===== src/rtl/multicycle_ctrl_fsm.sv =====
// Multicycle processor main control FSM: sequences ALU, unified memory port and register file.
// Optional MC_FSM_WAIT_EN: memory states stall until mem_ready; otherwise mem_ready is ignored.
module multicycle_ctrl_fsm #(
  parameter int STATE_W = 4
) (
  input  logic               clk,
  input  logic               reset,
  input  logic [1:0]         Op,
  input  logic [5:0]         Funct,
  input  logic               mem_ready,
  output logic               IRWrite,
  output logic               NextPC,
  output logic               AdrSrc,
  output logic               ALUSrcA,
  output logic [1:0]         ALUSrcB,
  output logic [1:0]         ResultSrc,
  output logic               RegW,
  output logic               MemW,
  output logic               Branch,
  output logic               ALUOp,
  output logic               illegal,
  output logic [STATE_W-1:0] fsm_state
);

  typedef enum logic [3:0] {
    S_FETCH    = 4'd0,
    S_DECODE   = 4'd1,
    S_MEMADR   = 4'd2,
    S_MEMREAD  = 4'd3,
    S_MEMWB    = 4'd4,
    S_MEMWRITE = 4'd5,
    S_EXECUTER = 4'd6,
    S_EXECUTEI = 4'd7,
    S_ALUWB    = 4'd8,
    S_BRANCH   = 4'd9
  } state_t;

  state_t r_state;
  state_t w_next;
  logic   w_mem_done;
  logic   w_unused;

`ifdef MC_FSM_WAIT_EN
  assign w_mem_done = mem_ready;
  assign w_unused   = &{1'b0, Funct[4:1]};
`else
  assign w_mem_done = 1'b1;
  assign w_unused   = &{1'b0, Funct[4:1], mem_ready};
`endif

  always_ff @(posedge clk or negedge reset) begin
    if (!reset) begin
      r_state <= S_FETCH;
    end else begin
      r_state <= w_next;
    end
  end

  always_comb begin
    w_next    = r_state;
    IRWrite   = 1'b0;
    NextPC    = 1'b0;
    AdrSrc    = 1'b0;
    ALUSrcA   = 1'b0;
    ALUSrcB   = 2'b00;
    ResultSrc = 2'b00;
    RegW      = 1'b0;
    MemW      = 1'b0;
    Branch    = 1'b0;
    ALUOp     = 1'b0;
    illegal   = 1'b0;
    case (r_state)
      S_FETCH: begin
        ALUSrcA   = 1'b1;
        ALUSrcB   = 2'b10;
        ResultSrc = 2'b10;
        if (w_mem_done) begin
          IRWrite = 1'b1;
          NextPC  = 1'b1;
          w_next  = S_DECODE;
        end
      end
      S_DECODE: begin
        ALUSrcA   = 1'b1;
        ALUSrcB   = 2'b10;
        ResultSrc = 2'b10;
        case (Op)
          2'b00:   w_next = Funct[5] ? S_EXECUTEI : S_EXECUTER;
          2'b01:   w_next = S_MEMADR;
          2'b10:   w_next = S_BRANCH;
          default: begin
            illegal = 1'b1;
            w_next  = S_FETCH;
          end
        endcase
      end
      S_MEMADR: begin
        ALUSrcB = 2'b01;
        w_next  = Funct[0] ? S_MEMREAD : S_MEMWRITE;
      end
      S_MEMREAD: begin
        AdrSrc = 1'b1;
        if (w_mem_done) w_next = S_MEMWB;
      end
      S_MEMWB: begin
        ResultSrc = 2'b01;
        RegW      = 1'b1;
        w_next    = S_FETCH;
      end
      S_MEMWRITE: begin
        // MemW stays high through every stalled cycle of the store
        AdrSrc = 1'b1;
        MemW   = 1'b1;
        if (w_mem_done) w_next = S_FETCH;
      end
      S_EXECUTER: begin
        ALUOp  = 1'b1;
        w_next = S_ALUWB;
      end
      S_EXECUTEI: begin
        ALUSrcB = 2'b01;
        ALUOp   = 1'b1;
        w_next  = S_ALUWB;
      end
      S_ALUWB: begin
        RegW   = 1'b1;
        w_next = S_FETCH;
      end
      S_BRANCH: begin
        ALUSrcB   = 2'b01;
        ResultSrc = 2'b10;
        Branch    = 1'b1;
        w_next    = S_FETCH;
      end
      default: w_next = S_FETCH;
    endcase
    // Held in reset: strobes off, selects parked at their FETCH values
    if (!reset) begin
      IRWrite   = 1'b0;
      NextPC    = 1'b0;
      RegW      = 1'b0;
      MemW      = 1'b0;
      Branch    = 1'b0;
      ALUOp     = 1'b0;
      illegal   = 1'b0;
      AdrSrc    = 1'b0;
      ALUSrcA   = 1'b1;
      ALUSrcB   = 2'b10;
      ResultSrc = 2'b10;
    end
  end

  assign fsm_state = STATE_W'(r_state);

endmodule


===== config.mk =====
export PLATFORM = sky130hd
export DESIGN_NAME = multicycle_ctrl_fsm
export DESIGN_NICKNAME = d
export VERILOG_FILES = /design/src/rtl/multicycle_ctrl_fsm.sv
export SDC_FILE = /design/constraint.sdc
export NUM_CORES = 1
export LEC_CHECK = 0
export ABC_CLOCK_PERIOD_IN_PS = 2600
export CORE_AREA = 3 3 40 42
export CTS_CLUSTER_DIAMETER = 150
export CTS_CLUSTER_SIZE = 10
export DETAILED_ROUTE_END_ITERATION = 10
export DIE_AREA = 0 0 43 45
export GPL_TIMING_DRIVEN = 0
export PLACE_DENSITY = 0.65
export SLEW_MARGIN = 20
export SYNTH_ARGS = -nofsm -noshare
export SYNTH_HDL_FRONTEND = slang
export SYNTH_SLANG_ARGS = --single-unit

===== constraint.sdc =====
create_clock -name clk -period 2.6 [get_ports clk]
set_input_delay 0.52 -clock clk [delete_from_list [all_inputs] [get_ports clk]]
set_output_delay 0.52 -clock clk [all_outputs]
set_load 0.01 [all_outputs]

* Word level (Yosys, flattened, before mapping)
Index checks and enable logic that the tools add are counted.
** Word-level totals
- Logic and storage cells :: 46
- Output and inout bits :: 17
- Bits of input ports :: 11
- Register bits after elaboration :: 4
** Cells by class
- Equality and inequality tests :: 11
- Multiplexer cells :: 25
- Reduce and logical (&&, ||, !) cells :: 9
** Operators by type and width (number)
- one-hot mux 4 bit (5 select lines) :: 1
- two-way mux 1 bit :: 18
- equality test 4 x 3 -> 1 bit (second input constant) :: 4
- one-hot mux 4 bit (3 select lines) :: 1
- OR reduction 3 bit :: 3
- equality test 4 x 2 -> 1 bit (second input constant) :: 2
- equality test 4 bit (second input constant) :: 2
- one-hot mux 2 bit (2 select lines) :: 2
- OR reduction 2 bit :: 4
- equality test 4 x 1 -> 1 bit (second input constant) :: 1
- logical NOT 4 bit :: 1
- two-way mux 2 bit :: 2
- two-way mux 3 bit :: 1
- equality test 2 x 1 -> 1 bit (second input constant) :: 1
- equality test 2 bit (second input constant) :: 1
- logical NOT 2 bit :: 1

* Longest topological paths before layout
Gate-level depths: netlist (run 1).
- Depth in word-level cells :: 5
- Depth in mapped cells :: 5
- Mapped depth without buffers :: 3

* Worst setup path before layout (run 1)
OpenSTA, ideal clock, no wires.
- Path type :: reg2out
- From :: register r_state[3] (netlist: fsm_state[3])
- To :: output ALUSrcB[1]
- Buffers on the path :: 1
- Cell stages (with the launch flop) :: 4
- Required time :: 2.080 ns
- Setup slack :: 0.785 ns
- Data arrival time :: 1.295 ns
- Cells stage by stage :: dfrtp_1 or2_1 o21ai_0 buf_4
** On the way
- Cells in the longest elaborated chain, start to end :: 4
- Elaborated cells between the ends (all ways) :: 9
- Those cells by class :: eq/ne: 4; mux: 2; reduce/logical: 3
** Ends and longest elaborated chain
- start: declaration :: RTL line 38 : state_t r_state;
- start signal: assignment :: RTL line 55 : r_state <= w_next;
- equality test 4 x 3 -> 1 bit (tied with other cells) :: RTL line 72 : case (r_state)
- OR reduction 3 bit (no source line) or OR reduction 2 bit (tied branches)
- one-hot mux 2 bit (2 select lines) * :: RTL line 72
- two-way mux 2 bit * :: RTL line 138 : if (!reset) begin
- end: declaration :: RTL line 15 : output logic [1:0] ALUSrcB,
Mark *: on every way between the ends. The rest lies on a longest branch, timed or not.

* Worst setup path after layout (run 1)
- From :: register r_state[3] (netlist: fsm_state[3])
- To :: output ALUSrcB[0]
Same word-level chain as after synthesis.

==> results_dict.tcl, run 1 <==
set metrics [dict create \
    syn_area_per_cell_sq_um 7.752 \
    synthFlopType "dfrtp_1" \
    root_buffer "clkbuf_4" \
    die_w_um 43 \
    leakage_nw 0.2548 \
    max_stage_delay_ns 0.54 \
    clock-skew-final_ns 0.002835 \
    post_cts_buffers 0 \
    start_kind "flop" \
    htreeDepth 1 \
    cp.depth 4 \
    crit_chain "or2_1 > nor3b_1 > o31a_1 > clkdlybuf4s50_1" \
    grt_usage_pct 10.36 \
    whs_ns 0.1331 \
    io_buffer_count 22 \
    crit_family "buffers and inverters" \
    critPathCaptureType "output pin" \
    synth_common_cells "nand2_1 (5), nor2_1 (5), dfrtp_1 (4)" \
    place_area_sq_um 595.6 \
    ys_seq_elements 4 \
    rsz0062_at_grt "false" \
    ant_nets 0 \
    wl_um 961 \
    critPathKind "reg2out" \
    finalSetupViolations 0 \
    nets 84 \
    area_growth_pct 71.93 \
    cts_made_buffers 3 \
    viasPerCell 4.791 \
    syn-num-nets 57 \
    drcViolationCount 0 \
    dpl.hpwl_um 720.5 \
    maxCapViolations 0 \
    crit_fanout 9 \
    dieArea_sq_um 1935 \
    max-slew-margin-rel_pct 73.05 \
    antenna_found_initial 0 \
    reg2reg_slack_ns 1.27 \
    cp.arrival_ns 1.91 \
    ys_seq_area_share_pct 28.07 \
    holdCritPathClass "in2async" \
    core.rowCount 13 \
    design_area_sq_um 613.1 \
    via_count 412 \
    synth_edf_count 0 \
    synth_area_leader_cell "dfrtp_1" \
    first_global_vias 356 \
    p_total_mw 0.6310 \
    clock_sinks 4 \
    synth_warnings 0 \
    wire_per_inst_um 11.17 \
    core_region_area_sq_um 1285 \
    largest_reg_flops 4 \
    grt_pass1_wl_um 1497 \
    synth_area_sq_um 356.6 \
    cts_buffer_depth 2 \
    antenna_cells 0 \
    overflow 0 \
    gp_congestion 0.6903 \
    peakVddDrop_mv 0.3557 \
    synth_cell_types 24 \
    drt_iter0_drc 8 \
    final_layout_size_suffix_gt1_share_pct 12.68 \
    io_pins 28 \
    period_minus_slack_ns 2.426 \
    cpMaxStageDelayCell "clkdlybuf4s50_1" \
    tightest_slew_ns 0.4042 \
    path_clk_slew_ns 0.04 \
    initial_core_util_pct 27.75 \
    grt_max_degree 12 \
    die_y_um 45 \
    finalCritPeriodShare_pct 93.30 \
    p_per_area_nw_per_um2 1029 \
    crit_buf_inv 1 \
    synth_area_leaders "dfrtp_1 (28%), nand2_1 (5.3%), nor2_1 (5.3%), a21oi_1 (4.2%), nor3_1 (4.2%)" \
    reg2reg_depth 3 \
    cts_tree "built" \
    status "finished clean" \
    hold_viol_final 0 \
    crit_required_ns 2.08 \
    first_pass_iters 3 \
    syn_inst 46 \
    slew_violations 0 \
    clk_latency_ns 0.23 \
    synthArstFlopShare_pct 100.0 \
    clock.fmax_mhz 412.2 \
    synth.top_cell.area_share_pct 28.07 \
]
[kinds of logic after synthesis]
| kind of cell | after synthesis | synth area share (%) |
|---|---|---|
| and+or+nand+nor | 26 | 43.51 |
| DFF | 4 | 28.07 |
| AOI/OAI and AO/OA | 9 | 15.44 |
| buffers and inverters | 5 | 8.068 |
| xor gates and xnor gates | 2 | 4.913 |
[worst reg2reg max path: stages, from the launching register on]
cell      delay (ns)
dfrtp_1         0.44
nand2b_4        0.19
or4b_1          0.46
a21oi_1         0.16
[power by group]
| part | switching [mW] | leakage (nW) | internal [mW] |
|---|---|---|---|
| Clock | 0.0247 | 0.0138 | 0.0516 |
| Sequential | 0.0361 | 0.0517 | 0.0884 |
| Combinational | 0.196 | 0.189 | 0.235 |
| Total | 0.256 | 0.255 | 0.375 |
[placed cells by master, fill, tap and decap left out, drive strengths merged]
cell            n
or4b            1
or2             1
o22a            1
nor2            5
dfrtp           4
and2            1
or2b            1
o31ai           1
clkbuf          5
xor2            1
xnor2           1
nor2b           2
nor4b           1
nor3            3
nand2b          1
and4b           1
nand2           5
o21ai           3
nor3b           2
clkdlybuf4s50  21
and3            2
o31a            1
buf             4
a21oi           3
[cell type report]
cell class | count | area, sq um
Multi-Input combinational cell | 37 | 227.7
Buffer | 5 | 28.78
Sequential cell | 4 | 100.1
Tap cell | 15 | 18.77
Clock buffer | 3 | 22.52
Fill cell | 136 | 671.9
Timing Repair Buffer | 22 | 215.2
[per-stage QoR]
step	worst slack, ns	util, %	cells	setup TNS, ns
floorplan	0.7846	-	46	0
CTS	0.07942	48.00	86	0
detailed placement	-0.1858	46.35	83	-0.8333
global route	0.03756	47.71	86	0
global placement	-0.1778	46.35	83	-0.8185
finish	0.1741	47.71	86	0
[per-layer routing]
layer | vias to the layer above | share of wire [%] | track usage [%]
li1 | 211 | - | -
met1 | 187 | 45 | 13.87
met5 | - | 0 | 0
met4 | 0 | 0.94 | 5.422
met3 | 2 | 5.8 | 2.789
met2 | 12 | 48 | 15.27
[what timing repair did]
action | CTS | global route
resized for setup | 1 | 2
pin swaps | 0 | 0
setup endpoints to repair | 8 | 2
hold buffers | 0 | 0
endpoints found under the hold margin | 0 | 0
[final timing paths]
kind                                end          from
max                          ALUSrcB[0]  fsm_state[3]
min                        fsm_state[2]         reset
max reg2reg                fsm_state[3]  fsm_state[1]
min reg2reg                fsm_state[3]  fsm_state[3]
max in group asynchronous  fsm_state[1]         reset
min in group clk           fsm_state[3]  fsm_state[3]
(Power assumes the default switching activity.)
==> run 2, diff against run 1 <==
- ABC_AREA: not set -> 1
- CORE_AREA: 3 3 40 42 -> not set
- CORE_MARGIN: not set -> 3
- CORE_UTILIZATION: not set -> 25
- DIE_AREA: 0 0 43 45 -> not set
- PLACE_DENSITY: 0.65 -> 0.61
==> results_dict.tcl, run 2 <==
set metrics [dict create \
    synth_cell_types 17 \
    root_buffer "clkbuf_4" \
    finalCritPeriodShare_pct 90.76 \
    cts_tree "built" \
    initial_core_util_pct 27.30 \
    synthArstFlopShare_pct 100.0 \
    synth_area_leader_cell "dfrtp_1" \
    seq_area_sq_um 100.1 \
    finalSetupViolations 0 \
    synth_warnings 0 \
    final_common_cell "clkdlybuf4s50_1" \
    cts_made_buffers 3 \
    synth_area_leaders "dfrtp_1 (27%), nand2_1 (11%), inv_1 (10%), nand3_1 (8.2%), nor2_1 (7.2%)" \
    final_cell_mix "clkdlybuf4s50_1 (21), nand2_1 (11), inv_1 (10)" \
    start_kind "primary input" \
    multi_input_area_sq_um 202.7 \
    drt_iter0_drc 1 \
    wire_per_inst_um 10.29 \
    gp_congestion 0.7285 \
    clock_sinks 4 \
    htreeDepth 1 \
    final_layout_size_suffix_gt1_share_pct 17.07 \
    p_total_mw 0.6683 \
    hold_viol_final 0 \
    synth.top_cell.area_share_pct 27.49 \
    largest_reg_flops 4 \
    syn_inst 57 \
    crit_required_ns 2.08 \
    core_region_area_sq_um 1334 \
    core.rowCount 13 \
    rsz0062_at_grt "false" \
    first_global_vias 414 \
    dieArea_sq_um 1950 \
    max-slew-margin-rel_pct 81.50 \
    fin_cells 97 \
    place_area_sq_um 603.1 \
    slew_violations 0 \
    status "finished clean" \
    p_per_area_nw_per_um2 1066 \
    synth_common_cells "nand2_1 (11), inv_1 (10), nor2_1 (7), nand3_1 (6), dfrtp_1 (4)" \
    io_buffer_count 22 \
    cpMaxStageDelayCell "clkdlybuf4s50_1" \
    period_minus_slack_ns 2.360 \
    syn-num-nets 68 \
    first_pass_iters 4 \
    tightest_slew_ns 0.2764 \
    dp_cells 94 \
    die_w_um 44.16 \
    post-place-ws_ns -0.3864 \
    layout_setup_ws_ns 0.2402 \
    p_int_mw 0.3726 \
    clk_latency_ns 0.24 \
    viasPerCell 4.670 \
    synth_area_sq_um 364.1 \
    critPathCaptureType "output pin" \
    crit_chain "clkbuf_2 > inv_1 > nor4_2 > buf_4 > clkdlybuf4s50_1" \
    crit_family "buffers and inverters" \
    drcViolationCount 0 \
    cts_buffer_depth 2 \
    antenna_cells 0 \
    antenna_found_initial 0 \
    path_clk_slew_ns 0.04 \
    via_count 453 \
    clock-skew-final_ns 0.002962 \
    maxCapViolations 0 \
    switching_share_pct 44.25 \
    post_cts_buffers 0 \
    peakVddDrop_mv 0.3801 \
    grt_max_degree 9 \
    holdCritPathClass "in2async" \
    ant_nets 0 \
    synth_edf_count 0 \
    overflow 0 \
    ys_seq_elements 4 \
    grt_pass1_wl_um 1718 \
    max_stage_delay_ns 0.52 \
    nFillCells 149 \
    area_growth_pct 72.16 \
    io_pins 28 \
    p_sw_mw 0.2957 \
    syn_area_per_cell_sq_um 6.388 \
    cp.arrival_ns 1.84 \
    pwr-share-seq_pct 18.4 \
    crit_fanout 8 \
    die_y_um 44.16 \
    synthFlopType "dfrtp_1" \
    clkPwrFrac_pct 11.4 \
    dpl.hpwl_um 814.9 \
    combPwrFrac_pct 70.2 \
    wl_um 998 \
    ctsHoldBuffers 0 \
    clock.fmax_mhz 423.8 \
    ys_seq_area_share_pct 27.49 \
    design_area_sq_um 626.9 \
    leakage_nw 0.2979 \
    nets 95 \
    grt_usage_pct 12.52 \
    crit_buf_inv 4 \
    synthMostInstantiatedCell "nand2_1" \
    critPathKind "in2out" \
]
[run 2: power groups by stage]
| stage | combinational (mW) | sequential, mW | clock [mW] |
|---|---|---|---|
| after floorplan | 0.258 | 0.129 | 0 |
| after global placement | 0.466 | 0.120 | 0 |
| after detailed placement | 0.468 | 0.121 | 0 |
| after global routing | 0.521 | 0.128 | 0.0821 |
| after CTS | 0.475 | 0.122 | 0.0800 |
| final | 0.469 | 0.123 | 0.0765 |
[run 2: final timing paths]
check	to	slack, ns	startpoint	cells after the start
worst min-delay path	fsm_state[1]	0.11	reset	1
worst max register to register	fsm_state[3]	1.53	fsm_state[1]	5
worst min register to register	fsm_state[0]	0.64	fsm_state[0]	2
min in group clk	fsm_state[0]	0.64	fsm_state[0]	2
worst max-delay path	NextPC	0.24	reset	5
max in group asynchronous	fsm_state[0]	2.32	reset	1
[run 2: final cells by class]
class,instances,share of cell area [%]
multi-input combinational,39,32.34
sequential,4,15.97
timing repair buffer,22,34.33
inverter,11,6.587
tap,15,2.994
clock buffer,3,3.593
buffer,3,4.192
[run 2: what timing repair did]
item | 4_1_cts | 5_1_grt
endpoints found under the setup margin | 9 | 2
resized for setup | 3 | 1
pin swaps | 0 | 0
[run 2: kinds of logic after synthesis]
kind of cell    count (synthesis)  synth area share, %
buf+inv                        14                18.56
compound gates                  6                8.588
flops                           4                27.49
simple gates                   33                45.36
[run 2: per-layer routing]
| layer | track usage [%] | routed length [um] | vias to the layer above |
|---|---|---|---|
| met5 | 0 | 0 | - |
| met4 | 12.65 | 28 | 0 |
| met3 | 2.846 | 117 | 3 |
| met2 | 17.44 | 409 | 26 |
| met1 | 15.23 | 443 | 195 |
| li1 | - | - | 229 |
[run 2: metrics by stage]
stage / util [%] / hold WS (ns) / TNS (ns)
global route: 47.00 / 0.1137 / 0
global placement: 45.22 / 0.6204 / -1.426
finish: 47.00 / 0.1135 / 0
CTS: 47.37 / 0.2414 / 0
floorplan: - / 0.2244 / 0
detailed placement: 45.22 / 0.6319 / -1.149
[run 2: worst register-to-register path, delay by kind of cell (launching register included)]
| kind | cells | cell delay, ns |
|---|---|---|
| flops | 1 | 0.46 |
| simple gates | 3 | 0.31 |
| buf+inv | 1 | 0.16 |
| compound gates | 1 | 0.07 |
==> run 3, diff against run 2 <==
- ABC_CLOCK_PERIOD_IN_PS: 2600 -> 2000
- PLACE_DENSITY: 0.61 -> 0.63
- clock period: 2.6 -> 2 ns (I/O delays scaled with it)
==> results_dict.tcl, run 3 (same netlist as run 2, synthesis figures left out) <==
set metrics [dict create \
    p_per_area_nw_per_um2 1361 \
    cts_tree "built" \
    initial_core_util_pct 27.30 \
    critPathCaptureType "output pin" \
    p_int_mw 0.4934 \
    finalSetupViolations 0 \
    cp_common_cell "nand2_1" \
    core_region_area_sq_um 1334 \
    design_area_sq_um 671.9 \
    fin_setup_tns_ns 0 \
    cts_buffer_depth 2 \
    post-place-ws_ns -0.7058 \
    cpMaxStageDelayCell "dfrtp_2" \
    multi_input_area_sq_um 217.7 \
    area_growth_pct 84.54 \
    holdCritPathClass "in2async" \
    antenna_found_initial 0 \
    finalCritPeriodShare_pct 95.11 \
    place_area_sq_um 603.1 \
    slew_violations 0 \
    final_layout_size_suffix_gt1_share_pct 32.56 \
    grt_max_degree 9 \
    tightest_slew_ns 0.2219 \
    max_stage_delay_ns 0.43 \
    clock.fmax_mhz 525.7 \
    viasPerCell 4.545 \
    clkPwrFrac_pct 11.3 \
    switching_share_pct 46.05 \
    p_total_mw 0.9145 \
    layout_setup_ws_ns 0.09785 \
    largest_reg_flops 4 \
    whs_ns 0.5962 \
    pwr-share-seq_pct 18.1 \
    start_kind "flop" \
    cts_made_buffers 3 \
    met2_usage_pct 20.93 \
    wire_per_inst_um 11.10 \
    clock-skew-final_ns 0.005334 \
    crit_chain "buf_4 > nor2_1 > nand2_1 > nand3_1 > nand2_1 > inv_1 > dlygate4sd2_1" \
    critPathKind "reg2out" \
    clock_sinks 4 \
    gp_congestion 0.7664 \
    max-slew-margin-rel_pct 85.08 \
    rsz0062_at_grt "false" \
    die_w_um 44.16 \
    nets 99 \
    dpl.hpwl_um 836.5 \
    antenna_cells 0 \
    period_minus_slack_ns 1.902 \
    io_pins 28 \
    status "finished clean" \
    p_sw_mw 0.4211 \
    utilization_pct 50.38 \
    grt_use_met3_pct 3.659 \
    drt_iter0_drc 7 \
    io_buffer_count 22 \
    drcViolationCount 0 \
    htreeDepth 1 \
    leakage_nw 0.3726 \
    nFillCells 145 \
    seq_area_sq_um 103.9 \
    via_count 459 \
    die_y_um 44.16 \
    crit_fanout 4 \
    combPwrFrac_pct 70.6 \
    cp.arrival_ns 1.50 \
    wl_um 1121 \
    core.rowCount 13 \
    hold_viol_final 0 \
    fin_cells 101 \
    use_met1_pct 16.50 \
    final_cell_mix "nand2_1 (9), dlygate4sd2_1 (9), clkdlybuf4s50_1 (8)" \
    dieArea_sq_um 1950 \
    grt_usage_pct 13.78 \
    path_clk_slew_ns 0.04 \
    maxCapViolations 0 \
    ant_nets 0 \
    clk_latency_ns 0.24 \
    root_buffer "clkbuf_4" \
    first_global_vias 449 \
    busiest_layer "met2" \
    dp_cells 94 \
    first_pass_iters 4 \
    crit_required_ns 1.60 \
    grt_pass1_wl_um 1980 \
    peakVddDrop_mv 0.6065 \
    overflow 0 \
]
-- run 3: changes by cell type in the layout (fill, tap and decap cells not counted), sizes merged --
| cell | change |
|---|---|
| clkdlybuf4s50 | -13 |
| dlygate4sd2 | +9 |
| buf | +5 |
| dlymetal6s2s | +2 |
| clkbuf | -1 |
| clkdlybuf4s15 | +1 |
| dlygate4sd3 | +1 |
-- run 3: final cells by class --
class / count / area share (%)
inverters: 11 / 6.518
well taps: 15 / 2.793
repair buffers: 26 / 35.57
multi-input cells: 39 / 32.40
clock buffers: 3 / 3.352
flip-flops and latches: 4 / 15.46
plain buffers: 3 / 3.911
-- run 3: what timing repair did --
item | in CTS | in global routing
gates resized for setup | 27 | 5
setup buffers | 3 | 0
endpoints found under the hold margin | 4 | 0
pin swaps | 1 | 1
hold buffers | 1 | 0
endpoints found under the setup margin | 13 | 4
-- run 3: final timing paths --
check,endpoint,slack [ns],from,depth (start not counted)
max,ALUSrcB[0],0.1,fsm_state[2],7
min,fsm_state[2],0.60,reset,2
max reg2reg,fsm_state[3],1.02,fsm_state[1],5
min reg2reg,fsm_state[1],0.63,fsm_state[2],3
max in group asynchronous,fsm_state[3],1.21,reset,2
min in group clk,fsm_state[1],0.63,fsm_state[2],3
-- run 3: critical path: cells and delay by family (launching register included) --
kind          cells  cell delay [ns]
flops             1             0.43
buf+inv           3             0.44
simple gates      4             0.40
-- run 3: power by group through the flow --
stage	logic (mW)	registers, mW	clock network (mW)
after floorplan	0.335	0.167	0
after global placement	0.604	0.155	0
after detailed placement	0.612	0.157	0
after CTS	0.649	0.162	0.106
after global routing	0.707	0.171	0.122
final	0.646	0.165	0.103
-- run 3: routing by layer --
layer | wire length [um] | share of wire (%)
met5 | 0 | 0
met4 | 21 | 1.9
met3 | 94 | 8.4
met2 | 507 | 45
met1 | 498 | 44
